## src/rtl/priority_irq_processor.sv

```systemverilog
// Registered select/parity datapath plus edge-latched, masked,
// highest-index interrupt arbiter with a valid/ack presentation FSM.
module priority_irq_processor #(
  parameter int DATA_W  = 32,
  parameter int NUM_IRQ = 8,
  parameter int IDX_W   = $clog2(NUM_IRQ)
) (
  input  logic               clk,
  input  logic               rst,
  input  logic [DATA_W-1:0]  data_in,
  input  logic [DATA_W-1:0]  i_data,
  input  logic               data_select,
  output logic [DATA_W-1:0]  data_out,
  output logic               data_parity,
  input  logic [NUM_IRQ-1:0] irq_req,
  input  logic [NUM_IRQ-1:0] irq_mask,
  input  logic               int_en,
  output logic               irq_valid,
  output logic [IDX_W-1:0]   irq_id,
  input  logic               irq_ack,
  input  logic               ovr_clr,
  output logic [NUM_IRQ-1:0] pending,
  output logic [7:0]         status
);

  typedef enum logic {
    IDLE = 1'b0,
    ASRT = 1'b1
  } state_t;

  state_t state;
  state_t state_nx;

  logic [DATA_W-1:0]  sel_data;
  logic [NUM_IRQ-1:0] req_q;
  logic [NUM_IRQ-1:0] rise;
  logic [NUM_IRQ-1:0] eligible;
  logic [NUM_IRQ-1:0] ack_vec;
  logic [IDX_W-1:0]   winner;
  logic               ack_fire;
  logic               ovr_set;
  logic               overrun;

  assign sel_data = data_select ? i_data : data_in;

  always_ff @(posedge clk) begin
    if (rst) begin
      data_out    <= '0;
      data_parity <= 1'b0;
    end else begin
      data_out    <= sel_data;
      data_parity <= ^sel_data;
    end
  end

  assign rise     = irq_req & ~req_q;
  assign eligible = pending & irq_mask;
  assign ack_fire = (state == ASRT) && irq_ack;

  always_comb begin
    ack_vec = '0;
    if (ack_fire) ack_vec[irq_id] = 1'b1;
  end

  // A re-rise on a still-pending bit loses an event unless it is being acked now
  assign ovr_set = |(rise & pending & ~ack_vec);

  always_comb begin
    winner = '0;
    for (int i = 0; i < NUM_IRQ; i++) begin
      if (eligible[i]) winner = IDX_W'(i);
    end
  end

  always_ff @(posedge clk) begin
    if (rst) begin
      req_q   <= '0;
      pending <= '0;
      overrun <= 1'b0;
    end else begin
      req_q   <= irq_req;
      pending <= (pending & ~ack_vec) | rise;
      if (ovr_set)      overrun <= 1'b1;
      else if (ovr_clr) overrun <= 1'b0;
    end
  end

  always_ff @(posedge clk) begin
    if (rst) begin
      state  <= IDLE;
      irq_id <= '0;
    end else begin
      state <= state_nx;
      if (state == IDLE && state_nx == ASRT) irq_id <= winner;
    end
  end

  always_comb begin
    state_nx = state;
    unique case (state)
      IDLE: if (int_en && |eligible) state_nx = ASRT;
      ASRT: if (irq_ack || !int_en)  state_nx = IDLE;
      default: state_nx = IDLE;
    endcase
  end

  always_comb begin
    irq_valid = 1'b0;
    unique case (state)
      ASRT:    irq_valid = 1'b1;
      default: irq_valid = 1'b0;
    endcase
  end

  assign status = {irq_valid, int_en, |pending, overrun, 4'(irq_id)};

endmodule

```

## config.mk

```make
export PLATFORM = sky130hd
export DESIGN_NAME = priority_irq_processor
export DESIGN_NICKNAME = d
export VERILOG_FILES = /design/src/rtl/priority_irq_processor.sv
export SDC_FILE = /design/constraint.sdc
export NUM_CORES = 1
export LEC_CHECK = 0
export ABC_AREA = 1
export CAP_MARGIN = 20
export CORE_MARGIN = 2
export CORE_UTILIZATION = 44
export CTS_BUF_LIST = sky130_fd_sc_hd__clkbuf_4 sky130_fd_sc_hd__clkbuf_8
export DETAILED_ROUTE_END_ITERATION = 10
export PLACE_DENSITY_LB_ADDON = 0.05
export SLEW_MARGIN = 15
export SYNTH_ARGS = -nofsm -noshare
export SYNTH_HDL_FRONTEND = slang
export SYNTH_SLANG_ARGS = --single-unit
```

## constraint.sdc

```tcl
create_clock -name clk -period 2.09 [get_ports clk]
set_clock_uncertainty 0.05 [all_clocks]
set_input_delay 0.418 -clock clk [delete_from_list [all_inputs] [get_ports clk]]
set_output_delay 0.418 -clock clk [all_outputs]
set_load 0.1 [all_outputs]
```

==> flow_summary.yaml, run 1 <==
floorplanning:
  die_h_um: 90.9
  die_x_um: 90.9
  initial_utilization: 0.455
  num_rows: 31
  design.core.area_sq_um: 7290
  die_area_sq_um: 8260
  io-pin-count: 139
pwr:
  netSwitchingFraction: 0.427
  p_comb_frac: 0.428
  p_clk_frac: 0.221
  p_sw_uw: 1410
  power.internal_uw: 1900
  p_leak_uw: 0.00264
  seqPwrFrac: 0.350
  power.density_nw_per_um2: 708
  irDropWorstVdd_mv: 0.310
timing:
  hold_viol: 0
  grt_setup_unrepaired: "false"
  tightest_slew_ns: 0.535
  max_slew_margin: 0.643
  slew_violations: 0
  period_minus_slack_ns: 1.76
  fin_setup_tns_ns: 0
  finalSetupViolCount: 0
  fmax_mhz: 567
  fin_crit_sh: 0.844
synthesis:
  avgSynthCellArea_sq_um: 5.67
  synth_top_cell_area_share: 0.353
  synth-seq-cells: 54
  syn_area_sq_um: 3320
  ys.flop_type: "dfxtp_1"
  synth_common_cells: "312 x nand2_1, 72 x inv_1, 54 x dfxtp_1"
  synth_area_leaders: "nand2_1 35%, dfxtp_1 33%, inv_1 8.1%"
  ys_types: 25
  async_reset_ff_frac: 0
  synth_top_area_cell: "nand2_1"
  syn_nets: 672
  netlist_instances: 586
  synth_warnings: 0
  synth_edf_count: 0
  yosysMostFrequentCell: "nand2_1"
  yosysSeqAreaShare: 0.326
final_layout:
  fin_area_sq_um: 4670
  area_growth_pct: 40.8
  drive_above_1_share: 0.148
  diodes: 0
  fillers: 723
  final_net_count: 795
clocking:
  postCtsHoldBufs: 0
  cts_tree: "yes"
  cts-root-buf: "clkbuf_8"
  cts_setup_buffers: 0
  cts_buffers: 5
  cts_resized: 0
  insertion_delay_ns: 0.31
  htreeDepth: 2
  cts.sinks: 54
  cts_buffer_depth: 2
  cts.reportedPaths.clkPinSlew_ns: 0.11
detailed_routing:
  drtAntennaViolNets: 0
  drt_iter0_markers: 98
  drc: 0
  drt-total-wl_um: 8480
  firstDrtPassIters: 4
  avgRoutedWirePerCell_um: 10.5
  viasPerCell: 4.46
  dr_total_vias: 3610
setup_path:
  crit_fanout: 4
  crit_required_ns: 1.62
  crit_buf_inv: 1
  crit_arrival_ns: 1.30
  endpoint_kind: "output port"
  path_cells: "nor4_1 > nand2_1 > buf_4"
  slowest_stage: "dfxtp_2"
  slowest_delay_ns: 0.36
  path_delay_family: "simple AND/OR/NAND/NOR gates"
  start_kind: "register"
  crit_type: "reg2out"
global_route:
  grt_pass1_wl_um: 14600
  grt_max_degree: 55
  antenna_found_initial: 0
  grt_pass1_vias: 3406
  grt-ovfl-total: 0
  track_usage: 0.211
run:
  cap_viol_max_count: 0
placed_design:
  placed_cell_area_sq_um: 4560
  gp_congestion: 0.829
  dp_hpwl_um: 6650
  numPortBuffers: 137
outcome:
  outcome: "finished, final reports clean"
min_path:
  hold_path_class: "in2reg"
[flip-flops by register name, summed over array words and instances (netlist names)]
signal,cells
state,1
irq_id,3
req_q,8
data_parity,1
data_out,32
pending,8
overrun,1
[path summary, 6_finish.rpt]
check | from | cells past startpoint | endpoint | slack (ns)
worst max-delay path | pending[5]$_SDFF_PP0_ | 3 | status[5] | 0.33
worst min register to register | req_q[3]$_SDFF_PP0_ | 2 | pending[3]$_SDFF_PP0_ | 0.46
worst max register to register | state$_SDFF_PP0_ | 7 | overrun$_SDFFE_PP0P_ | 0.64
worst min-delay path | rst | 4 | data_parity$_SDFF_PP0_ | 0.37
[stage by stage]
stage	total power (uW)	instances	utilization	setup WS, ns	hold WS (ns)
3_3_place_gp	2580	801	0.625	0.0689	0.435
3_5_place_dp	2600	801	0.625	0.0198	0.443
4_1_cts	3340	809	0.641	0.324	0.362
6_report	3310	809	0.641	0.327	0.370
2_1_floorplan	2230	586	-	0.155	0.424
5_1_grt	3500	809	0.641	0.186	0.380
[cell families after synthesis]
logic type	after synthesis	share of synthesized area
buf+inv	110	0.157
other cells	1	0.00113
simple gates	382	0.447
flops	54	0.326
compound gates	39	0.0693
[worst reg2reg max path, delay by kind of cell, from the launching register on]
kind,cells,cell delay (ns)
simple gates,5,0.69
flops,1,0.42
compound gates,2,0.17
[cell type report]
cell class,instances,area [sq um],area share
clock buffer,5,68.8,0.0147
clock inverter,3,47.5,0.0102
sequential,54,1090,0.233
multi-input combinational,422,1720,0.368
tap,99,124,0.0265
inverter,85,327,0.0699
timing repair buffer,141,1300,0.278
[per-layer routing]
layer	routed length, um	track usage	vias to the layer above
li1	-	-	1975
met1	3760	0.244	1548
met2	4090	0.386	83
met3	583	0.0643	4
met4	46	0.0404	0
met5	0	0	-
[placed cells by master (no fill, tap or decap)]
cell / synthesis / routed
inv_1: 72 / 72
o21ai_2: 6 / 6
nor4_1: 2 / 2
nor2_1: 46 / 46
or2_2: 8 / 8
a31oi_1: 2 / 2
conb_1: 1 / 1
clkbuf_8: 0 / 5
o22ai_1: 4 / 4
buf_12: 0 / 3
bufinv_16: 0 / 1
a21oi_1: 11 / 11
nand2_2: 3 / 3
nor3_1: 3 / 3
dfxtp_2: 0 / 8
nand3_1: 6 / 6
nor3b_1: 1 / 1
o21a_1: 1 / 1
dfxtp_1: 54 / 46
inv_8: 1 / 1
o31ai_1: 1 / 1
clkdlybuf4s50_1: 0 / 83
o21ai_1: 7 / 7
o21ai_0: 7 / 7
inv_6: 0 / 2
inv_2: 12 / 12
nand2_1: 312 / 312
buf_2: 0 / 2
nor2_2: 1 / 1
buf_4: 11 / 53
[power by group through the flow]
stage,sequential [uW],combinational (uW),clock (uW)
after floorplan,1660,570,0
after CTS,1160,1430,754
after global placement,1180,1400,0
after global routing,1170,1530,803
final,1160,1420,733
after detailed placement,1180,1420,0
Note: power is estimated with default switching activity, not from simulation.
==> inputs of run 2 (changes only) <==
- clock period: 2.09 -> 1.8 ns (I/O delays scaled with it)
==> flow_summary.yaml, run 2 (synthesis gave the netlist of run 1 again) <==
floorplanning:
  initial_utilization: 0.455
  io-pin-count: 139
  die_x_um: 90.9
  design.core.area_sq_um: 7290
  die_area_sq_um: 8260
  die_h_um: 90.9
  num_rows: 31
outcome:
  outcome: "finished, final reports clean"
timing:
  slew_violations: 0
  fmax_mhz: 582
  hold_viol: 0
  finalSetupViolCount: 0
  period_minus_slack_ns: 1.72
  fin_crit_sh: 0.955
pwr:
  p_sw_uw: 1770
  p_clk_frac: 0.179
  power.density_nw_per_um2: 736
  seqPwrFrac: 0.338
  power.internal_uw: 2380
  p_comb_frac: 0.483
  netSwitchingFraction: 0.427
  p_leak_uw: 0.00304
  irDropWorstVdd_mv: 0.398
clocking:
  htreeDepth: 2
  cts_buffer_depth: 2
  cts-root-buf: "clkbuf_8"
  postCtsHoldBufs: 0
  insertion_delay_ns: 0.32
  cts_tree: "yes"
  cts_buffers: 5
  cts.sinks: 54
  cts_setup_buffers: 0
  cts.reportedPaths.clkPinSlew_ns: 0.11
min_path:
  hold_path_class: "in2reg"
  min_from: "rst"
  hold_path_end: "irq_id[2]$_SDFFE_PP0P_"
  whs_path_depth: 4
setup_path:
  crit_fanout: 4
  r2r_start: "pending[3]$_SDFF_PP0_"
  endpoint_kind: "output port"
  r2r_cells: 7
  r2r_slack_ns: 0.29
  r2r_end: "irq_id[0]$_SDFFE_PP0P_"
  start_kind: "register"
  crit_type: "reg2out"
  crit_required_ns: 1.39
  crit_arrival_ns: 1.31
placed_design:
  placed_cell_area_sq_um: 5450
  numPortBuffers: 137
  placed_cells: 834
  dp_hpwl_um: 7510
  gp_congestion: 0.825
detailed_routing:
  drc: 0
  viasPerCell: 4.61
  drtAntennaViolNets: 0
  avgRoutedWirePerCell_um: 11.5
  firstDrtPassIters: 4
  dr_total_vias: 3883
  drt-total-wl_um: 9660
  drt_iter0_markers: 123
global_route:
  grt-ovfl-total: 0
  grt_max_degree: 55
  antenna_found_initial: 0
  grt_pass1_wl_um: 16000
  grt_pass1_vias: 3644
  track_usage: 0.231
final_layout:
  fin_cells: 843
  largest_reg_flops: 32
  final_common_cell: "nand2_1"
  fillers: 565
  layout_common_cells: "300 x nand2_1, 79 x clkdlybuf4s50_1, 72 x inv_1, 54 x buf_12, 46 x nor2_1"
  fin_area_sq_um: 5630
  drive_above_1_share: 0.214
  final_net_count: 829
  diodes: 0
  largestRegisters: "data_out (32), pending (8), req_q (8)"
  regMostFlops: "data_out"
  area_growth_pct: 69.7
run:
  cap_viol_max_count: 0
==> run 2: cell types whose count changed in the layout (fill, tap and decap cells not counted), moves of 2 or more <==
cell	before	now
buf_12	3	54
buf_4	53	35
nand2_1	312	300
nand2_2	3	15
clkdlybuf4s50_1	83	79
dfxtp_1	46	42
dlymetal6s2s_1	0	4
dfxtp_2	8	11
nor4_1	2	0
o21ai_1	7	5
o21ai_2	6	8
==> run 2: how the worst max path moves through the flow <==
stage                     startpoint                endpoint  depth (start not counted)
4_1_cts        pending[5]$_SDFF_PP0_               status[5]                          3
3_5_place_dp               i_data[5]  data_parity$_SDFF_PP0_                         14
3_3_place_gp               i_data[5]  data_parity$_SDFF_PP0_                         14
2_1_floorplan  pending[6]$_SDFF_PP0_  irq_id[2]$_SDFFE_PP0P_                          8
6_report       pending[5]$_SDFF_PP0_               status[5]                          3
5_1_grt                  data_in[28]  data_parity$_SDFF_PP0_                         16
==> run 2: cell type report <==
cell class,count,area [sq um],share of cell area
Timing Repair Buffer,174,2200,0.390
Multi-Input combinational cell,422,1780,0.315
Sequential cell,54,1100,0.195
Inverter,85,332,0.0588
Tap cell,99,124,0.0220
Clock buffer,5,68.8,0.0122
Clock inverter,3,28.8,0.00511
Timing Repair inverter,1,8.76,0.00155
==> run 2: routing by layer <==
layer | part of all wire | vias to the layer above | wire length (um) | track usage
li1 | - | 2042 | - | -
met1 | 0.41 | 1717 | 3940 | 0.255
met2 | 0.50 | 109 | 4850 | 0.432
met3 | 0.074 | 15 | 710 | 0.0701
met4 | 0.016 | 0 | 153 | 0.0568
met5 | 0 | - | 0 | 0
==> run 2: power groups by stage <==
stage / registers, uW / logic [uW] / clock network, uW
3_5_place_dp: 1420 / 1980 / 0
6_report: 1400 / 2000 / 743
2_1_floorplan: 1930 / 662 / 0
3_3_place_gp: 1420 / 1940 / 0
5_1_grt: 1410 / 2140 / 822
4_1_cts: 1400 / 1980 / 767
==> run 2: metrics by stage <==
stage	util	total power, uW	setup TNS [ns]	setup WS [ns]	hold WS [ns]
2_1_floorplan	-	2600	0	0.0236	0.422
3_3_place_gp	0.748	3360	-0.252	-0.163	0.432
3_5_place_dp	0.748	3400	-0.569	-0.207	0.436
4_1_cts	0.762	4150	0	0.00853	0.305
5_1_grt	0.773	4370	-0.00968	-0.00968	0.321
6_report	0.773	4150	0	0.0818	0.316
==> run 2: timing repair <==
action	in CTS	in global routing
endpoints found under the setup margin	1	2
resized for setup	1	21
pin swaps	0	1
gates cloned	0	1
==> run 2: critical path: stages, from the launching register on <==
cell and delay (ns):
dfxtp_2 0.38, nor4_2 0.32, nand2_2 0.11, buf_12 0.18
==> RTL edit 1: new RTL, flow settings as in run 2 <==
Make the reset (`rst`) asynchronous in 3 clocked blocks.
--- a/src/rtl/priority_irq_processor.sv
+++ b/src/rtl/priority_irq_processor.sv
@@ -44,5 +44,5 @@
   assign sel_data = data_select ? i_data : data_in;
 
-  always_ff @(posedge clk) begin
+  always_ff @(posedge clk or posedge rst) begin
     if (rst) begin
       data_out    <= '0;
@@ -73,5 +73,5 @@
   end
 
-  always_ff @(posedge clk) begin
+  always_ff @(posedge clk or posedge rst) begin
     if (rst) begin
       req_q   <= '0;
@@ -86,5 +86,5 @@
   end
 
-  always_ff @(posedge clk) begin
+  always_ff @(posedge clk or posedge rst) begin
     if (rst) begin
       state  <= IDLE;
Check against the original RTL: differs if rst is asserted again (counterexample within 4 cycles, from zero or initial values and one cycle with rst high); with rst held inactive, the same outputs for 10 cycles.
==> RTL edit 1 against run 2 <==
Power up 8.1%. Critical endpoint unchanged. Die area rose by 1.2%. Critical path depth unchanged. Critical path type unchanged. Cell area fell by 1.0%. Setup slack worse by 0.0069 ns. Wire length is 1.1% lower. Count of clock-buffer cells in the layout is 1 higher. Hold slack better by 0.074 ns. Register-to-register slack worse by 0.05 ns. Synthesized area up 1.2%. Sequential cell count unchanged.
==> RTL edit 1: results (changes against run 2) <==
| Metric | Value |
|---|---|
| Status | finished clean |
| Pleak | 3.014 nW (-0.72%) |
| R2R Path End | overrun$_DFFE_PP0P_ |
| Non-filler cells, final | 762 (-9.6%) |
| DP Area | 0.005371 mm2 (-1.5%) |
| Commonest cells in the netlist | nand2_1 (269), inv_1 (73), dfrtp_1 (54) |
| Arr. time, crit path | 1.32 ns |
| 1st-iter DRT viols | 120 (-2.4%) |
| VDD IR max | 738.6 uV (+85%) |
| Placed insts | 747 (-10%) |
| Largest net degree at the start of global routing | 55 (unchanged) |
| Longest Clk Path Bufs | 2 (unchanged) |
| Final worst setup slack | 0.07486 ns (-0.006948 ns) |
| Root buffer cell | clkbuf_8 |
| HP Class | in -> async |
| Post-CTS Setup Repair Bufs | 1 (+1) |
| GRT Overall Usage | 0.2252 (-0.006318) |
| Top flop regs | data_out x32, pending x8, req_q x8 |
| Critical Path Sink | status[5] |
| Clock H-tree levels | 2 (unchanged) |
| GP Congestion | 0.8428 (+2.1%) |
| Initial antenna violation count | 0 (unchanged) |
| Share of layout cells above drive strength 1 | 0.2187 (+0.004993) |
| Primary FF master, synth | dfrtp_1 |
| Syn. warnings | 0 (unchanged) |
| First-pass GRT wire length | 15300 um (-4.1%) |
| Sequential fraction of the synthesis area | 0.4019 (+0.07639) |
| Cell variety after synth | 22 (-12%) |
| Antenna cells | 0 (unchanged) |
| Largest cells by area after synthesis | dfrtp_1 (40%), nand2_1 (30%), inv_1 (8.2%) |
| Pre-CTS setup slack | -0.1989 ns (+0.008174 ns) |
| CTS Buf Count | 5 (unchanged) |
| Critical path startpoint | pending[0]$_DFF_PP0_ |
| Critical Path Fanout Max | 4 (unchanged) |
| Detailed placement HPWL | 7359 um (-2.0%) |
| Path depth of the worst reg2reg path | 5 (-2) |
| Share of flip-flops with an asynchronous set or reset | 1.000 (+1.000) |
| Worst-path clk slew | 0.10 ns |
| Vias in the first global route | 3448 (-5.4%) |
| Post_cts resized | 3 (+2) |
| Post-Syn Nets | 598 (-11%) |
| R2r setup slk | 0.24 ns (-0.05 ns) |
| Vias per cell | 4.614 (+0.17%) |
| Port bufs | 137 (unchanged) |
| Wire per inst | 12.54 um (+9.5%) |
| Clock Latency Late Sink | 0.30 ns (-0.02 ns) |
| DRT Pass-1 Iters | 5 (+1) |
| Avg Cell Area, Syn | 6.566 um2 (+16%) |
| R2r startpoint | irq_id[0]$_DFFE_PP0P_ |
| Hold WS | 0.3899 ns (+0.07434 ns) |
## RTL edit 1: changes by cell type after synthesis, sizes merged, moves of 2 or more
| cell | run 2 | this run |
|---|---|---|
| nand3 | 6 | 8 |
| o21ai | 20 | 28 |
| inv | 85 | 82 |
| nor2 | 47 | 13 |
| dfxtp | 54 | 0 |
| nor3 | 3 | 9 |
| a21oi | 11 | 0 |
| nand2 | 315 | 289 |
| or2 | 8 | 0 |
| o22ai | 4 | 0 |
| clkbuf | 6 | 0 |
| dfrtp | 0 | 54 |
## RTL edit 1: area by class of cell
type / count / area [um2]
repair buffers: 161 / 2107
fillers: 534 / 1753
well taps: 99 / 123.9
multi-input cells: 357 / 1551
clock inverters: 2 / 17.52
flip-flops and latches: 54 / 1366
clock buffers: 6 / 82.58
inverters: 82 / 320.3
repair inverters: 1 / 8.758
## RTL edit 1: routing by layer
layer  vias up  GRT usage  share of wire  routed length, um
met3        15    0.04564          0.050                476
met2        98     0.4105           0.52               4967
met4         0    0.06187          0.017                160
met1      1589     0.2663           0.41               3949
met5         -          0              0                  0
li1       1814          -              -                  -
## RTL edit 1: logic make-up after synthesis
group,share of synthesized area
AO/OA/AOI/OAI,0.05992
buffers and inverters,0.1507
flip-flops,0.4019
other,0.001115
AND/OR/NAND/NOR,0.3863
## RTL edit 1: report_power, final
group          switching, W  leakage (nW)  internal, W  total [W]
clock network      0.000413        0.0514     0.000318   0.000731
registers          0.000153         0.611      0.00133    0.00148
logic               0.00141          2.35     0.000860    0.00227
total               0.00197          3.01      0.00251    0.00448
## RTL edit 1: critical path, cell delays in order, from the launching register on
cell     delay, ns
dfrtp_2       0.46
nor4_4        0.28
nand2_2       0.10
buf_12        0.17
==> RTL edit 2: new RTL, flow settings as in run 2 <==
Made on the original files. Change the parameter `NUM_IRQ` from 8 to 4.
--- a/src/rtl/priority_irq_processor.sv
+++ b/src/rtl/priority_irq_processor.sv
@@ -3,5 +3,5 @@
 module priority_irq_processor #(
   parameter int DATA_W  = 32,
-  parameter int NUM_IRQ = 8,
+  parameter int NUM_IRQ = 4,
   parameter int IDX_W   = $clog2(NUM_IRQ)
 ) (
Interface: changed (resized irq_id, irq_mask, irq_req and pending); port bits go from 139 to 126. The function was not compared with the original's and may differ.
==> RTL edit 2 against run 2 <==
Utilization is 2.6 points higher. Wire length down 17%. Count of clock-buffer cells in the layout unchanged. Sequential cell count down 9. Die area fell by 14%. Setup slack better by 0.042 ns. First-iteration DRC count shrank 23%. Critical endpoint is now data_parity$_SDFF_PP0_. Largest power group unchanged. Synthesized area is 15% lower. Cell area decreased by 11%. Global-route usage fell by 0.38 points. Largest cell class unchanged. Critical path depth grew 13. Power is 8.3% lower.
==> RTL edit 2: results (changes against run 2) <==
| Metric | Value |
|---|---|
| Avg Cell Area, Syn | 5.491 um2 (-3.1%) |
| 1st-iter DRT viols | 95 (-23%) |
| R2r startpoint | state$_SDFF_PP0_ |
| WL met3 | 495 um (-30%) |
| Path depth of the worst reg2reg path | 5 (-2) |
| Largest net degree at the start of global routing | 36 (-35%) |
| Placed insts | 729 (-13%) |
| Critical Path Fanout Max | 3 (-1) |
| Non-filler cells, final | 738 (-12%) |
| Critical path startpoint | i_data[30] |
| Routed met1 length | 3031 um (-23%) |
| Largest cells by area after synthesis | nand2_1 (37%), dfxtp_1 (32%), inv_1 (10%) |
| Multiplexer share of the synthesized area | 0 (unchanged) |
| Cell variety after synth | 23 (-8.0%) |
| Clock share of power | 0.242 (+0.063) |
| Port bufs | 123 (-10%) |
| Status | finished clean |
| Detailed placement HPWL | 6438 um (-14%) |
| GRT Overall Usage | 0.2277 (-0.003761) |
| Clock Latency Late Sink | 0.30 ns (-0.02 ns) |
| FILL cells | 471 (-17%) |
| Top flop regs | data_out x32, pending x4, req_q x4 |
| Pleak | 2.761 nW (-9.1%) |
| Commonest cells in the netlist | nand2_1 (277), inv_1 (79), nor2_1 (47) |
| Vias per cell | 4.568 (-0.83%) |
| R2R Path End | overrun$_SDFFE_PP0P_ |
| Vias in the first global route | 3195 (-12%) |
| DP Area | 0.004767 mm2 (-13%) |
| GP Congestion | 0.8625 (+4.5%) |
| Final period util | 0.9312 (-0.02339) |
| Post_cts resized | 0 (-1) |
| VDD IR max | 678.6 uV (+70%) |
| DRT Pass-1 Iters | 4 (unchanged) |
| Post-Route WL | 7968 um (-17%) |
| Cell count of the worst hold path | 2 (-2) |
| Arr. time, crit path | 1.83 ns (+0.52 ns) |
| Crit path max-delay cell type | clkdlybuf4s50_1 |
| Hold WS | 0.3819 ns (+0.06629 ns) |
| P_sw | 0.001482 W (-16%) |
| Sequential power share | 0.302 (-0.036) |
| First-pass GRT wire length | 13460 um (-16%) |
| Total power draw | 0.003800 W (-8.3%) |
| Slowest stage delay, CP | 0.50 ns (+0.12 ns) |
| Sequential fraction of the synthesis area | 0.3173 (-0.008226) |
| Critical Path Sink | data_parity$_SDFF_PP0_ |
| WL met2 | 4250 um (-12%) |
| Pre-CTS setup slack | -0.2832 ns (-0.07614 ns) |
| Hold Path End | data_out[5]$_SDFF_PP0_ |
| Share of layout cells above drive strength 1 | 0.2194 (+0.005655) |
| Family with the most delay on the worst path | simple AND/OR/NAND/NOR gates |
| Complex-gate fraction of the synthesized area | 0.04628 (-0.02305) |
==> RTL edit 2: changes by cell type after synthesis, moves of 3 or more <==
cell	delta
dfxtp_1	-9
o22ai_1	-4
inv_2	-9
nand2_2	-3
inv_1	+7
a21oi_1	-5
o21ai_0	-3
or2_2	-4
nand3_1	+4
o21ai_2	-5
buf_2	+3
nand2_1	-35
==> RTL edit 2: final cells by class <==
cell class | count | area, um2 | area share
clock buffer | 5 | 68.82 | 0.01372
clock inverter | 3 | 65.06 | 0.01297
inverter | 83 | 314.1 | 0.06261
multi-input combinational | 366 | 1544 | 0.3078
sequential | 45 | 909.6 | 0.1813
tap | 77 | 96.34 | 0.01921
timing repair buffer | 159 | 2018 | 0.4023
==> RTL edit 2: routing by layer <==
layer | global-route usage | vias up
li1 | - | 1773
met1 | 0.2338 | 1486
met2 | 0.4437 | 95
met3 | 0.05801 | 17
met4 | 0.07478 | 0
met5 | 0 | -
